==> src/rtl/com_fifo_ctrl.sv <==
`default_nettype none
// ============================================================================
// Module   : com_fifo_ctrl
// Purpose  : Memory-mapped serial port controller with parametrised RX/TX
//            FIFOs, interrupt generation and sticky overflow flags. It sits
//            between the COM register window and the async receiver/
//            transmitter pair.
// Revision : 1.0 - initial release
// ----------------------------------------------------------------------------
// Parameters
//   RX_DEPTH_LOG2 : log2 of RX FIFO depth (1..7)
//   TX_DEPTH_LOG2 : log2 of TX FIFO depth (1..7)
// Ports
//   clk          in   system clock (25 MHz)
//   rst_n        in   asynchronous active-low reset
//   enable_i     in   access strobe, one cycle = one access
//   readEnable_i in   1 = read, 0 = write
//   mode_i       in   register select: 0 DATA, 1 STATUS, 2 CTRL, 3 reserved
//   dataSave_i   in   write data
//   dataLoad_o   out  read data (combinational)
//   int_o        out  COM interrupt (level)
//   rxdReady_i   in   receiver byte-valid pulse
//   rxdData_i    in   received byte
//   txdBusy_i    in   transmitter busy
//   txdStart_o   out  one-cycle transmitter start pulse
//   txdData_o    out  byte to transmit (registered)
// Build option
//   COM_LOOPBACK_EN : adds CTRL[2] loopback, routing TX bytes into the RX FIFO
// ============================================================================
module com_fifo_ctrl #(
  parameter int RX_DEPTH_LOG2 = 4,
  parameter int TX_DEPTH_LOG2 = 4
) (
  input  logic        clk,
  input  logic        rst_n,
  input  logic        enable_i,
  input  logic        readEnable_i,
  input  logic [1:0]  mode_i,
  input  logic [31:0] dataSave_i,
  output logic [31:0] dataLoad_o,
  output logic        int_o,
  input  logic        rxdReady_i,
  input  logic [7:0]  rxdData_i,
  input  logic        txdBusy_i,
  output logic        txdStart_o,
  output logic [7:0]  txdData_o
);

  localparam int c_RX_DEPTH = 1 << RX_DEPTH_LOG2;
  localparam int c_TX_DEPTH = 1 << TX_DEPTH_LOG2;

  localparam logic [RX_DEPTH_LOG2:0]   c_RX_FULL    = {1'b1, {RX_DEPTH_LOG2{1'b0}}};
  localparam logic [TX_DEPTH_LOG2:0]   c_TX_FULL    = {1'b1, {TX_DEPTH_LOG2{1'b0}}};
  localparam logic [RX_DEPTH_LOG2-1:0] c_RX_PTR_ONE = 1;
  localparam logic [TX_DEPTH_LOG2-1:0] c_TX_PTR_ONE = 1;
  localparam logic [RX_DEPTH_LOG2:0]   c_RX_CNT_ONE = 1;
  localparam logic [TX_DEPTH_LOG2:0]   c_TX_CNT_ONE = 1;

  localparam logic [1:0] c_MODE_DATA   = 2'd0;
  localparam logic [1:0] c_MODE_STATUS = 2'd1;
  localparam logic [1:0] c_MODE_CTRL   = 2'd2;

  typedef enum logic [1:0] {
    ST_IDLE  = 2'd0,
    ST_START = 2'd1,
    ST_WAIT  = 2'd2
  } tx_state_t;

  // --------------------------------------------------------------------------
  // Storage and state
  // --------------------------------------------------------------------------
  logic [7:0]               r_rx_mem [c_RX_DEPTH];
  logic [RX_DEPTH_LOG2-1:0] r_rx_wptr;
  logic [RX_DEPTH_LOG2-1:0] r_rx_rptr;
  logic [RX_DEPTH_LOG2:0]   r_rx_count;

  logic [7:0]               r_tx_mem [c_TX_DEPTH];
  logic [TX_DEPTH_LOG2-1:0] r_tx_wptr;
  logic [TX_DEPTH_LOG2-1:0] r_tx_rptr;
  logic [TX_DEPTH_LOG2:0]   r_tx_count;

  logic       r_rx_ovf;
  logic       r_tx_ovf;
  logic       r_rx_int_en;
  logic       r_tx_int_en;
  logic [7:0] r_rx_thresh;
  logic [7:0] r_txd_data;

  tx_state_t  r_state;
  tx_state_t  w_state_next;

  // --------------------------------------------------------------------------
  // Access decode
  // --------------------------------------------------------------------------
  logic w_rd;
  logic w_wr;
  logic w_data_rd;
  logic w_data_wr;
  logic w_status_rd;
  logic w_ctrl_wr;

  assign w_rd        = enable_i &  readEnable_i;
  assign w_wr        = enable_i & ~readEnable_i;
  assign w_data_rd   = w_rd & (mode_i == c_MODE_DATA);
  assign w_data_wr   = w_wr & (mode_i == c_MODE_DATA);
  assign w_status_rd = w_rd & (mode_i == c_MODE_STATUS);
  assign w_ctrl_wr   = w_wr & (mode_i == c_MODE_CTRL);

  // Upper write-data bits have no register behind them.
  logic w_unused_wdata;
  assign w_unused_wdata = ^dataSave_i[31:16];

  logic w_rx_empty;
  logic w_rx_full;
  logic w_tx_empty;
  logic w_tx_full;

  assign w_rx_empty = (r_rx_count == '0);
  assign w_rx_full  = (r_rx_count == c_RX_FULL);
  assign w_tx_empty = (r_tx_count == '0);
  assign w_tx_full  = (r_tx_count == c_TX_FULL);

  // --------------------------------------------------------------------------
  // Loopback option
  // --------------------------------------------------------------------------
  logic       w_loopback;
  logic       w_rx_push_req;
  logic [7:0] w_rx_push_data;
  logic       w_tx_pop;

  assign w_tx_pop = (r_state == ST_START);

`ifdef COM_LOOPBACK_EN
  logic r_loopback;

  always_ff @(posedge clk or negedge rst_n) begin
    if (!rst_n) begin
      r_loopback <= 1'b0;
    end else if (w_ctrl_wr) begin
      r_loopback <= dataSave_i[2];
    end
  end

  assign w_loopback = r_loopback;

  // In loopback the byte popped by START (already latched in r_txd_data on
  // entry) is fed back into RX; receiver pulses are discarded entirely.
  assign w_rx_push_req  = r_loopback ? w_tx_pop   : rxdReady_i;
  assign w_rx_push_data = r_loopback ? r_txd_data : rxdData_i;
`else
  assign w_loopback     = 1'b0;
  assign w_rx_push_req  = rxdReady_i;
  assign w_rx_push_data = rxdData_i;
`endif

  // --------------------------------------------------------------------------
  // RX FIFO
  // --------------------------------------------------------------------------
  logic w_rx_pop;
  logic w_rx_push;
  logic w_rx_ovf_set;

  assign w_rx_pop     = w_data_rd & ~w_rx_empty;
  // A simultaneous pop frees a slot, so a push into a full FIFO still lands.
  assign w_rx_push    = w_rx_push_req & (~w_rx_full | w_rx_pop);
  assign w_rx_ovf_set = w_rx_push_req &   w_rx_full & ~w_rx_pop;

  always_ff @(posedge clk) begin
    if (w_rx_push) begin
      r_rx_mem[r_rx_wptr] <= w_rx_push_data;
    end
  end

  always_ff @(posedge clk or negedge rst_n) begin
    if (!rst_n) begin
      r_rx_wptr  <= '0;
      r_rx_rptr  <= '0;
      r_rx_count <= '0;
    end else begin
      if (w_rx_push) begin
        r_rx_wptr <= r_rx_wptr + c_RX_PTR_ONE;
      end
      if (w_rx_pop) begin
        r_rx_rptr <= r_rx_rptr + c_RX_PTR_ONE;
      end
      case ({w_rx_push, w_rx_pop})
        2'b10:   r_rx_count <= r_rx_count + c_RX_CNT_ONE;
        2'b01:   r_rx_count <= r_rx_count - c_RX_CNT_ONE;
        default: r_rx_count <= r_rx_count;
      endcase
    end
  end

  // --------------------------------------------------------------------------
  // TX FIFO
  // --------------------------------------------------------------------------
  logic w_tx_push;
  logic w_tx_ovf_set;

  assign w_tx_push    = w_data_wr & (~w_tx_full | w_tx_pop);
  assign w_tx_ovf_set = w_data_wr &   w_tx_full & ~w_tx_pop;

  always_ff @(posedge clk) begin
    if (w_tx_push) begin
      r_tx_mem[r_tx_wptr] <= dataSave_i[7:0];
    end
  end

  always_ff @(posedge clk or negedge rst_n) begin
    if (!rst_n) begin
      r_tx_wptr  <= '0;
      r_tx_rptr  <= '0;
      r_tx_count <= '0;
    end else begin
      if (w_tx_push) begin
        r_tx_wptr <= r_tx_wptr + c_TX_PTR_ONE;
      end
      if (w_tx_pop) begin
        r_tx_rptr <= r_tx_rptr + c_TX_PTR_ONE;
      end
      case ({w_tx_push, w_tx_pop})
        2'b10:   r_tx_count <= r_tx_count + c_TX_CNT_ONE;
        2'b01:   r_tx_count <= r_tx_count - c_TX_CNT_ONE;
        default: r_tx_count <= r_tx_count;
      endcase
    end
  end

  // --------------------------------------------------------------------------
  // Sticky flags and control register
  // --------------------------------------------------------------------------
  // A STATUS read clears the flags, but an overflow in that same cycle wins
  // so that the event is never lost.
  always_ff @(posedge clk or negedge rst_n) begin
    if (!rst_n) begin
      r_rx_ovf <= 1'b0;
      r_tx_ovf <= 1'b0;
    end else begin
      if (w_status_rd) begin
        r_rx_ovf <= 1'b0;
        r_tx_ovf <= 1'b0;
      end
      if (w_rx_ovf_set) begin
        r_rx_ovf <= 1'b1;
      end
      if (w_tx_ovf_set) begin
        r_tx_ovf <= 1'b1;
      end
    end
  end

  always_ff @(posedge clk or negedge rst_n) begin
    if (!rst_n) begin
      r_rx_int_en <= 1'b1;
      r_tx_int_en <= 1'b0;
      r_rx_thresh <= 8'd1;
    end else if (w_ctrl_wr) begin
      r_rx_int_en <= dataSave_i[0];
      r_tx_int_en <= dataSave_i[1];
      r_rx_thresh <= dataSave_i[15:8];
    end
  end

  // --------------------------------------------------------------------------
  // TX sequencer
  // --------------------------------------------------------------------------
  logic w_tx_load;

  always_comb begin
    w_state_next = r_state;
    w_tx_load    = 1'b0;
    case (r_state)
      ST_IDLE: begin
        if (!w_tx_empty && (!txdBusy_i || w_loopback)) begin
          w_state_next = ST_START;
          w_tx_load    = 1'b1;
        end
      end
      ST_START: w_state_next = ST_WAIT;
      // One cycle of dead time covers the transmitter's busy-assert latency.
      ST_WAIT:  w_state_next = ST_IDLE;
      default:  w_state_next = ST_IDLE;
    endcase
  end

  always_ff @(posedge clk or negedge rst_n) begin
    if (!rst_n) begin
      r_state    <= ST_IDLE;
      r_txd_data <= 8'h00;
    end else begin
      r_state <= w_state_next;
      if (w_tx_load) begin
        r_txd_data <= r_tx_mem[r_tx_rptr];
      end
    end
  end

  assign txdStart_o = w_tx_pop & ~w_loopback;
  assign txdData_o  = r_txd_data;

  // --------------------------------------------------------------------------
  // Interrupt
  // --------------------------------------------------------------------------
  logic [7:0] w_rx_cnt8;
  logic [7:0] w_tx_cnt8;
  logic [7:0] w_rx_thr_eff;
  logic       w_rx_irq;
  logic       w_tx_irq;

  assign w_rx_cnt8    = 8'(r_rx_count);
  assign w_tx_cnt8    = 8'(r_tx_count);
  // A threshold of 0 behaves as 1; thresholds above depth can never be met.
  assign w_rx_thr_eff = (r_rx_thresh == 8'd0) ? 8'd1 : r_rx_thresh;
  assign w_rx_irq     = r_rx_int_en & (w_rx_cnt8 >= w_rx_thr_eff);
  assign w_tx_irq     = r_tx_int_en & w_tx_empty & (r_state == ST_IDLE);
  assign int_o        = w_rx_irq | w_tx_irq;

  // --------------------------------------------------------------------------
  // Read mux
  // --------------------------------------------------------------------------
  always_comb begin
    dataLoad_o = 32'h0000_0000;
    if (w_rd) begin
      case (mode_i)
        c_MODE_DATA: begin
          if (!w_rx_empty) begin
            dataLoad_o = {24'h00_0000, r_rx_mem[r_rx_rptr]};
          end
        end
        c_MODE_STATUS: begin
          dataLoad_o = {8'h00, w_tx_cnt8, w_rx_cnt8, 4'h0,
                        r_tx_ovf, r_rx_ovf, ~w_rx_empty, ~w_tx_full};
        end
        c_MODE_CTRL: begin
          dataLoad_o = {16'h0000, r_rx_thresh, 5'h00,
                        w_loopback, r_tx_int_en, r_rx_int_en};
        end
        default: dataLoad_o = 32'h0000_0000;
      endcase
    end
  end

endmodule
`default_nettype wire

==> config.mk <==
export PLATFORM = sky130hd
export DESIGN_NAME = com_fifo_ctrl
export DESIGN_NICKNAME = d
export VERILOG_FILES = /design/src/rtl/com_fifo_ctrl.sv
export SDC_FILE = /design/constraint.sdc
export NUM_CORES = 1
export LEC_CHECK = 0
export ABC_AREA = 0
export BUFFER_PORTS_ARGS = -buffer_cell sky130_fd_sc_hd__buf_4
export CAP_MARGIN = 0
export CORE_UTILIZATION = 50
export DETAILED_ROUTE_END_ITERATION = 10
export PLACE_DENSITY = 0.71
export RECOVER_POWER = 50
export SYNTH_ARGS = -nofsm -noshare
export SYNTH_HDL_FRONTEND = slang
export SYNTH_SLANG_ARGS = --single-unit
==> constraint.sdc <==
create_clock -name clk -period 3 [get_ports clk]
set_input_delay 0.15 -clock clk [delete_from_list [all_inputs] [get_ports clk]]
set_output_delay 0.15 -clock clk [all_outputs]
set_load 0.1 [all_outputs]
After elaboration in Yosys (flattened, before gate mapping) --
Memory sizes are Yosys's and may differ from the RTL's. A register that Yosys moved wholly into a read port is not among the register bits. Index checks and enable logic that the tools add are counted.
Cells by class: add/subtract/negate cells 8, $lt $le $gt $ge 1, eq/ne operators 10, muxes and demuxes 17, bitwise gates (word level) 25, reductions and logical operators 13
Operator list (number):
- $pmux 32 s3 | 1
- $mux 32 | 1
- $pmux 5 s2 | 2
- $add 4x1->4 const B | 4
- $and 1x1->1 | 16
- $mux 8 | 2
- $add 5x1->5 const B | 2
- $eq 5x5->1 const B | 2
- $logic_not 5->1 | 2
- $sub 5x1->5 const B | 2
- $mux 1 | 9
- $eq 2x1->1 const B | 4
- $ge 5x8->1 | 1
- $logic_not 8->1 | 1
- $reduce_bool 2->1 | 4
- $eq 2x2->1 const B | 3
- $not 1->1 | 6
- $logic_not 2->1 | 2
- $pmux 2 s2 | 1
- $logic_not 1->1 | 3
- $or 1x1->1 | 3
- $mux 2 | 1
- $ne 2x2->1 const B | 1
- $logic_and 1x1->1 | 1
Storage, ports and cells: flip-flop bits (word level) 40, bits in writable memories 256, input port bits 48, output and inout port bits 42, word-level logic and storage cells 88, memories 2
Memories:
- r_rx_mem | words 16, width 8, read ports 1, clocked after memory_dff 0, write ports 1, RTL line 72 | logic [7:0] r_rx_mem [c_RX_DEPTH];
- r_tx_mem | words 16, width 8, read ports 1, clocked after memory_dff 1, write ports 1, RTL line 77 | logic [7:0] r_tx_mem [c_TX_DEPTH];

Depth between registers and ports, before layout --
Gate-level depths: netlist (run 1).
depth in word-level cells 7, gate-level depth with buffers 13, gate-level depth less buffers 12

Worst setup path after synthesis (run 1) --
OpenSTA, ideal clock, no wires.
path type reg-to-output, from reg r_rx_rptr[0], to out dataLoad_o[0], data arrival time 4.312 ns, setup slack -1.462 ns, cell stages (with the launch flop) 7, buffers on the path 2, cells stage by stage dfrtp_1 buf_2 buf_2 nand2_1 o21ai_0 nor4_1 nor4b_1
Between the ends: word-level cells in the longest chain between the ends 4
RTL lines:
- start: declaration | RTL line 74 | logic [RX_DEPTH_LOG2-1:0] r_rx_rptr;
- start signal: assignment | RTL line 184 | r_rx_rptr <= r_rx_rptr + c_RX_PTR_ONE;
- $mem_v2 16x8
- $mux 8 | RTL line 326 | if (!w_rx_empty) begin
- $pmux 32 s3 | RTL line 324 | case (mode_i)
- $mux 32 | RTL line 323 | if (w_rd) begin
- end: declaration | RTL line 40 | output logic [31:0] dataLoad_o,
Every way passes these cells.

Worst setup path in the final report (run 1) --
from reg r_rx_thresh[5], to out int_o
Between the ends: word-level cells in the longest chain between the ends 5
RTL lines:
- start: declaration | RTL line 86 | logic [7:0] r_rx_thresh;
- start signal: assignment | RTL line 260 | r_rx_thresh <= dataSave_i[15:8];
- $logic_not 8->1 | RTL line 313 | assign w_rx_thr_eff = (r_rx_thresh == 8'd0) ? 8'd1 : r_rx_thresh;
- $mux 8 (*) | RTL line 313
- $ge 5x8->1 (*) | RTL line 314 | assign w_rx_irq = r_rx_int_en & (w_rx_cnt8 >= w_rx_thr_eff);
- $and 1x1->1 (*) | RTL line 314
- $or 1x1->1 (*) | RTL line 316 | assign int_o = w_rx_irq | w_tx_irq;
- end: declaration | RTL line 41 | output logic int_o,
Mark *: on every way between the ends. The rest lies on a longest branch, timed or not.

==> results of run 1 <==
-- placed cells by master, fill, tap and decap left out, drive strengths merged, types with 12 or more instances in the layout --
| master | count |
|---|---|
| nor3 | 14 |
| mux4 | 60 |
| nor2 | 22 |
| mux2 | 15 |
| nand2b | 12 |
| o22ai | 21 |
| dlygate4sd3 | 30 |
| buf | 83 |
| and2 | 17 |
| o21ai | 28 |
| dfrtp | 46 |
| nand2 | 32 |
| inv | 26 |
| a21oi | 13 |
| xnor2 | 16 |
| edfxtp | 256 |
| ha | 23 |
| clkbuf | 66 |
-- cell type report --
class | instances | area, µm²
multi-input combinational | 360 | 3521
timing repair buffer | 136 | 1036
sequential | 304 | 8899
tap | 324 | 405.4
fill | 1793 | 9622
inverter | 27 | 102.6
clock inverter | 12 | 107.6
clock buffer | 43 | 840.8
-- cells by family after synthesis --
| family | share of synthesized area [%] |
|---|---|
| compound gates | 4.372 |
| mux | 12.93 |
| xor+xnor | 1.385 |
| other cells | 0.02965 |
| simple gates | 5.529 |
| fa+ha+maj | 2.592 |
| buf+inv | 2.878 |
| flops | 70.29 |
-- path summary, 6_finish.rpt --
path                                 from       endpoint  cells past startpoint
min                             mode_i[1]   r_rx_rptr[0]                      4
min in group asynchronous           rst_n   r_rx_wptr[1]                      2
max reg2reg                 r_rx_count[2]  r_rx_count[4]                     12
max                        r_rx_thresh[5]          int_o                      9
max in group asynchronous           rst_n   r_rx_rptr[3]                      2
min reg2reg                 r_tx_count[0]  r_tx_count[0]                      1
-- synth_stat cells, types with 3 or more instances --
library cell  number  share of area, %
inv_1             27              0.80
mux2_2            15               1.3
nor2b_1            4              0.20
mux4_1             4              0.83
mux4_2            56                10
nand3_1            6              0.24
ha_1              23               2.3
nand4_1            4              0.20
edfxtp_1         256                61
nor3b_1            4              0.24
a21oi_1           13              0.51
and2_1            17              0.84
mux2i_1           10              0.79
dfrtp_1           46               9.1
clkbuf_1          18              0.53
xnor2_1           16               1.1
xor2_1             4              0.28
a21o_1             4              0.24
o22ai_1           21               1.0
buf_2             12              0.47
nand2b_1          12              0.59
nor2_1            22              0.65
nor4_1             7              0.35
nand2_1           32              0.95
buf_4             13              0.77
nor3_1            14              0.55
a211oi_1           4              0.24
a22o_1             7              0.48
buf_1              3             0.089
o21ai_0           28               1.1
-- registers in the layout (all words and copies together), names as in the netlist --
| name | flops |
|---|---|
| txdData_o | 8 |
| r_tx_ovf | 1 |
| r_rx_int_en | 1 |
| r_tx_rptr | 4 |
| r_rx_rptr | 4 |
| r_tx_int_en | 1 |
| r_rx_count | 5 |
| r_tx_count | 5 |
| r_rx_mem | 128 |
| r_state | 2 |
| r_rx_ovf | 1 |
| r_tx_wptr | 4 |
| r_rx_thresh | 8 |
| r_tx_mem | 128 |
| r_rx_wptr | 4 |
-- repair_timing --
| item | 4_1_cts | 5_1_grt |
|---|---|---|
| pin swaps | 0 | 2 |
| resized for setup | 4 | 8 |
| buffers inserted | 0 | 2 |
| endpoints found under the hold margin | 315 | 0 |
| endpoints found under the setup margin | 5 | 3 |
| hold buffers | 30 | 0 |
-- critical path, cell delays in order, from the launching register on --
cell      delay [ps]
dfrtp_1          420
nor3_4           260
a41o_1           220
ha_1             220
nand2b_1         140
a21o_1           180
a21o_1           170
a21oi_1          210
o21ai_1          120
buf_4            250
-- power by group through the flow --
| stage | sequential [µW] | combinational [µW] | clock, µW |
|---|---|---|---|
| 5_1_grt | 5720 | 4150 | 3810 |
| 3_5_place_dp | 5710 | 3850 | 0 |
| 4_1_cts | 5640 | 3920 | 3640 |
| 6_report | 5660 | 3870 | 3600 |
| 2_1_floorplan | 5740 | 2730 | 0 |
| 3_3_place_gp | 5660 | 3720 | 0 |
-- stage by stage --
stage,std cells,hold WS [ps],cell area (µm²)
after floorplan,739,-145.6,12730
after detailed placement,1119,214.0,13700
final,1206,93.35,14910
after global routing,1206,105.3,14910
after CTS,1204,63.93,14960
after global placement,1119,200.2,13700
-- layer usage --
metal / vias to the layer above / global-route usage, % / wire, µm
li1: 3092 / - / -
met1: 3525 / 25.91 / 10560
met2: 211 / 36.30 / 13570
met3: 60 / 2.851 / 1175
met4: 0 / 7.118 / 784
met5: - / 0 / 0
==> flow_summary.json, run 1 <==
{
  "syn_area_um2": 12650,
  "drive_above_1_share_pct": 24.94,
  "antenna_found_initial": 0,
  "relSlewSlack_pct": 12.48,
  "hp-class": "in2reg",
  "drv_slew": 0,
  "power_leakage_uw": 0.005188,
  "finalSetupViolCount": 0,
  "ys_seq_area_share_pct": 70.29,
  "setup.worst_path.start_class": "flip-flop",
  "postSynthAreaPerCell_um2": 17.35,
  "synth-edff-count": 256,
  "syn_inst": 729,
  "status": "finished clean",
  "pin_count": 90,
  "worst_pin_slew_ps": 1313,
  "grt_max_degree": 49,
  "die_h_um": 161.1,
  "ys_warn_count": 0,
  "grt_use_total_pct": 20.49,
  "drc_errors": 0,
  "synthArstFlopShare_pct": 15.79,
  "worstSetupPathType": "reg2out",
  "endpoint_kind": "primary output",
  "syn_to_final_growth_pct": 17.88,
  "layout_min_cycle_time_ps": 2888,
  "start_util_pct": 51.56,
  "htreeDepth": 1,
  "clkPwrFrac_pct": 27.4,
  "max_freq_mhz": 346.2,
  "period_share_pct": 96.28,
  "routed_via_density": 5.711,
  "drt_iter0_markers": 552,
  "setup_ws_ps": 111.6,
  "vias": 6888,
  "ant_nets": 0,
  "final.setup.tns_ps": 0,
  "die_w_um": 161.1,
  "gp_congestion": 0.8210,
  "rsz0062_at_grt": "false",
  "finalHoldViolCount": 0,
  "crit_fanout": 3,
  "grt_pass1_wl_mm": 40.41,
  "ys_ff_latch": 304,
  "num_rows": 57,
  "cts_tree": "yes",
  "maxCapViolCount": 0,
  "wl_per_cell_um": 21.64,
  "worstPathRequired_ps": 2850,
  "clk_latency_ps": 550,
  "netSwitchingFraction_pct": 32.56,
  "ys_types": 52,
  "coreArea_um2": 24530,
  "r2r_slack_ps": 150,
  "numCtsBuffers": 31,
  "clk_pin_slew_ps": 60,
  "cts_root_buffer": "clkbuf_16",
  "seqPwrFrac_pct": 43.1,
  "first_pass_iters": 4,
  "die_area_um2": 25940,
  "overflow": 0,
  "antenna_cells": 0,
  "post-dp-hpwl_mm": 16.95,
  "pre_cts_slack_ps": 56.90,
  "final_util_pct": 60.78,
  "p_sw_uw": 4274,
  "skew_ps": 8.744,
  "finalNetCount": 933,
  "total_power_uw": 13130,
  "port_buffers": 62,
  "crit_arrival_ps": 2740,
  "ys.flop_type": "edfxtp_1",
  "peakVddDrop_v": 0.0006582,
  "p_per_area_nw_per_um2": 880.3,
  "clock-sinks": 304,
  "clock_path_buffers": 3,
  "cellInternalPower_uw": 8852,
  "p_comb_share_pct": 29.5,
  "finalWirelength_mm": 26.09,
  "grt_pass1_vias": 7255
}
(Power assumes the default switching activity.)
==> inputs of run 2 (changes only) <==
--- a/config.mk
+++ b/config.mk
@@ -5,13 +5,15 @@
 export SDC_FILE = /design/constraint.sdc
 export NUM_CORES = 1
 export LEC_CHECK = 0
-export ABC_AREA = 0
+export ABC_AREA = 1
 export BUFFER_PORTS_ARGS = -buffer_cell sky130_fd_sc_hd__buf_4
 export CAP_MARGIN = 0
 export CORE_UTILIZATION = 50
+export CTS_BUF_LIST = sky130_fd_sc_hd__clkbuf_4
 export DETAILED_ROUTE_END_ITERATION = 10
 export PLACE_DENSITY = 0.71
 export RECOVER_POWER = 50
+export SKIP_LAST_GASP = 1
 export SYNTH_ARGS = -nofsm -noshare
 export SYNTH_HDL_FRONTEND = slang
 export SYNTH_SLANG_ARGS = --single-unit
==> run 2 against run 1 <==
Effect of this change:
- synthesized area is 3.3% higher
- power grew 5.6%
- combinational power grew 26%
- design area up 2.6%
- critical path depth is 1 higher
- sequential share of layout area fell by 1.5 points
- critical endpoint is now dataLoad_o[5]
- largest power group unchanged
==> flow_summary.json, run 2 <==
{
  "ys.flop_type": "edfxtp_1",
  "layout_min_cycle_time_ps": 2906,
  "drive_above_1_share_pct": 16.90,
  "mostFrequentLayoutCell": "edfxtp_1",
  "vias": 9158,
  "synth_area_leaders": "edfxtp_1 59%, dfrtp_1 8.8%, nor2_1 6.2%",
  "syn_inst": 1142,
  "worst_pin_slew_ps": 1329,
  "final_cell_mix": "256 x edfxtp_1, 216 x nor2_1, 134 x nand2_1, 125 x o21ai_0, 109 x clkbuf_4",
  "topRoutingLayerUsed": "met4",
  "maxCapViolCount": 0,
  "first_pass_iters": 5,
  "syn_to_final_growth_pct": 17.10,
  "setup_ws_ps": 93.73,
  "clock_path_buffers": 3,
  "grt_pass1_wl_mm": 48.13,
  "r2r_slack_ps": 360,
  "synth-compound-area-share_pct": 9.760,
  "wirelength_met1_mm": 13.49,
  "startpoint": "mode_i[0]",
  "reg2reg_depth": 15,
  "ys_types": 36,
  "finalWirelength_mm": 30.51,
  "setup.worst_path.start_class": "input pin",
  "ant_nets": 0,
  "skew_ps": 49.33,
  "grt_use_total_pct": 23.76,
  "p_per_area_nw_per_um2": 906.0,
  "grt_max_degree": 49,
  "synth-xor-area-share_pct": 1.006,
  "crit_chain": "dlygate4sd3_1, clkbuf_4, nor2_1, dlygate4sd3_1, nand3_2, clkinv_1, buf_4, nand2_1, a21oi_1, buf_4",
  "clk_pin_slew_ps": 60,
  "status": "finished clean",
  "ys_ff_latch": 304,
  "drc_errors": 0,
  "synthArstFlopShare_pct": 15.79,
  "synth_fa_ha_area_share_pct": 2.509,
  "largestRegisters": "r_rx_mem: 128 flops, r_tx_mem: 128 flops",
  "path_buf_inv": 6,
  "dr_wl_met3_mm": 2.697,
  "grt_pass1_vias": 8939,
  "synthSimpleGateAreaFrac_pct": 13.31,
  "coreArea_um2": 25400,
  "postSynthAreaPerCell_um2": 11.44,
  "die_w_um": 163.6,
  "port_buffers": 62,
  "yosysMostFrequentCell": "edfxtp_1",
  "pre_cts_slack_ps": 400.4,
  "gp_congestion": 0.8147,
  "crit_arrival_ps": 2760,
  "cp-endpoint": "dataLoad_o[5]",
  "synth_top_family_by_area": "simple AND/OR/NAND/NOR gates",
  "yosysTopAreaCell": "edfxtp_1",
  "critPathMaxStageDelay_ps": 630,
  "worstPathRequired_ps": 2850,
  "relSlewSlack_pct": 11.38,
  "start_util_pct": 51.43,
  "cp_slowest_cell": "dlygate4sd3_1",
  "hp-class": "in2reg",
  "cts_tree": "yes",
  "synth-edff-count": 256,
  "clk_latency_ps": 690,
  "r2r_start": "r_rx_count[1]",
  "worstSetupPathType": "in2out",
  "numCtsBuffers": 79,
  "overflow": 0,
  "num_rows": 58,
  "final.setup.tns_ps": 0,
  "max_freq_mhz": 344.1,
  "antenna_found_initial": 1,
  "cts_root_buffer": "clkbuf_4",
  "rsz0062_at_grt": "false",
  "finalNetCount": 1382,
  "wl_per_cell_um": 17.97,
  "peakVddDrop_v": 0.0007101,
  "period_share_pct": 96.88,
  "clock-sinks": 304,
  "netlist.area_leader.share_pct": 58.84,
  "syn_area_um2": 13060,
  "die_area_um2": 26780,
  "synth.area.mux_share_pct": 0.2586,
  "finalHoldViolCount": 0,
  "routed_via_density": 5.393,
  "endpoint_kind": "primary output",
  "ys_seq_area_share_pct": 68.06,
  "drv_slew": 0,
  "wl_met2_mm": 13.82,
  "path_delay_family": "buffers and inverters",
  "power_leakage_uw": 0.005880,
  "finalSetupViolCount": 0,
  "rr_endpoint": "r_rx_count[4]",
  "nFillCells": 2084,
  "crit_fanout": 9,
  "die_h_um": 163.6,
  "cp.depth": 10,
  "synth_common_cells": "256 x edfxtp_1, 217 x nor2_1, 134 x nand2_1",
  "drt_iter0_markers": 842,
  "pin_count": 90,
  "ys_warn_count": 0,
  "htreeDepth": 3,
  "post-dp-hpwl_mm": 18.05
}
-- run 2: changes by cell type after synthesis, moves of 42 or more --
cell | before | now
nor2_1 | 22 | 217
nand2_1 | 32 | 134
o211ai_1 | 0 | 42
inv_1 | 27 | 69
nand3_1 | 6 | 59
mux4_2 | 56 | 0
o21ai_0 | 28 | 126
-- run 2: power breakdown --
group          total (µW)  switching, µW  leakage (µW)  internal (µW)
registers            5460            411       0.00287           5050
clock network        3500           1650      0.000573           1850
logic                4890           3410       0.00243           1480
-- run 2: per-stage QoR --
stage | total power, µW | cell area (µm²) | utilization [%] | hold WS, ps | instances
2_1_floorplan | 8941 | 13100 | - | -145.6 | 1152
3_3_place_gp | 10130 | 13950 | 54.93 | 232.0 | 1523
3_5_place_dp | 10240 | 13950 | 54.93 | 239.8 | 1523
4_1_cts | 13910 | 15350 | 60.42 | 37.76 | 1698
5_1_grt | 14710 | 15300 | 60.23 | 130.9 | 1698
6_report | 13860 | 15300 | 60.23 | 105.1 | 1698
-- run 2: what timing repair did --
action / in CTS / in global routing
buffers inserted: 3 / 0
pin swaps: 0 / 2
endpoints found under the setup margin: 6 / 7
cloned: 1 / 0
gates resized for setup: 5 / 10
endpoints found under the hold margin: 330 / 0
hold buffers: 32 / 0
-- run 2: how the worst min path moves through the flow --
stage          startpoint             end  depth (start not counted)
3_3_place_gp        rst_n  r_rx_thresh[6]                          1
3_5_place_dp        rst_n  r_rx_thresh[6]                          1
2_1_floorplan       rst_n   r_rx_count[0]                          0
6_report        mode_i[1]    r_tx_wptr[0]                          6
5_1_grt         mode_i[1]    r_tx_wptr[0]                          6
4_1_cts             rst_n    r_tx_rptr[2]                          2
-- run 2: area by class of cell --
cell class	count	area [µm²]	area share [%]
inverter	80	310.3	2.028
antenna	1	2.502	0.01636
clock buffer	108	810.8	5.300
multi-input combinational	707	3558	23.26
sequential	304	8896	58.15
clock inverter	31	191.4	1.251
tap	330	412.9	2.699
timing repair buffer	137	1115	7.288
-- run 2: cells by family (layout without fill, tap and decap cells) --
| family | count (synthesis) | in the layout |
|---|---|---|
| buffers and inverters | 141 | 356 |
| xor gates and xnor gates | 15 | 15 |
| AOI/OAI and AO/OA | 225 | 225 |
| and+or+nand+nor | 428 | 428 |
| DFF | 304 | 304 |
| muxes | 3 | 3 |
| adders and majority gates | 25 | 25 |
| other | 1 | 12 |
-- run 2: layer usage --
metal	vias up	track usage [%]
li1	4364	-
met1	4336	34.57
met3	46	4.926
met5	-	0
met2	412	35.86
met4	0	7.365
-- run 2: worst register-to-register path: cells and delay by family, from the launching register on --
family | cells | cell delay [ps]
buffers and inverters | 2 | 200
adder cells (fa/ha/maj) | 2 | 630
flip-flops | 1 | 450
AND/OR/NAND/NOR | 9 | 930
XOR/XNOR | 1 | 150
AO/OA/AOI/OAI | 1 | 170
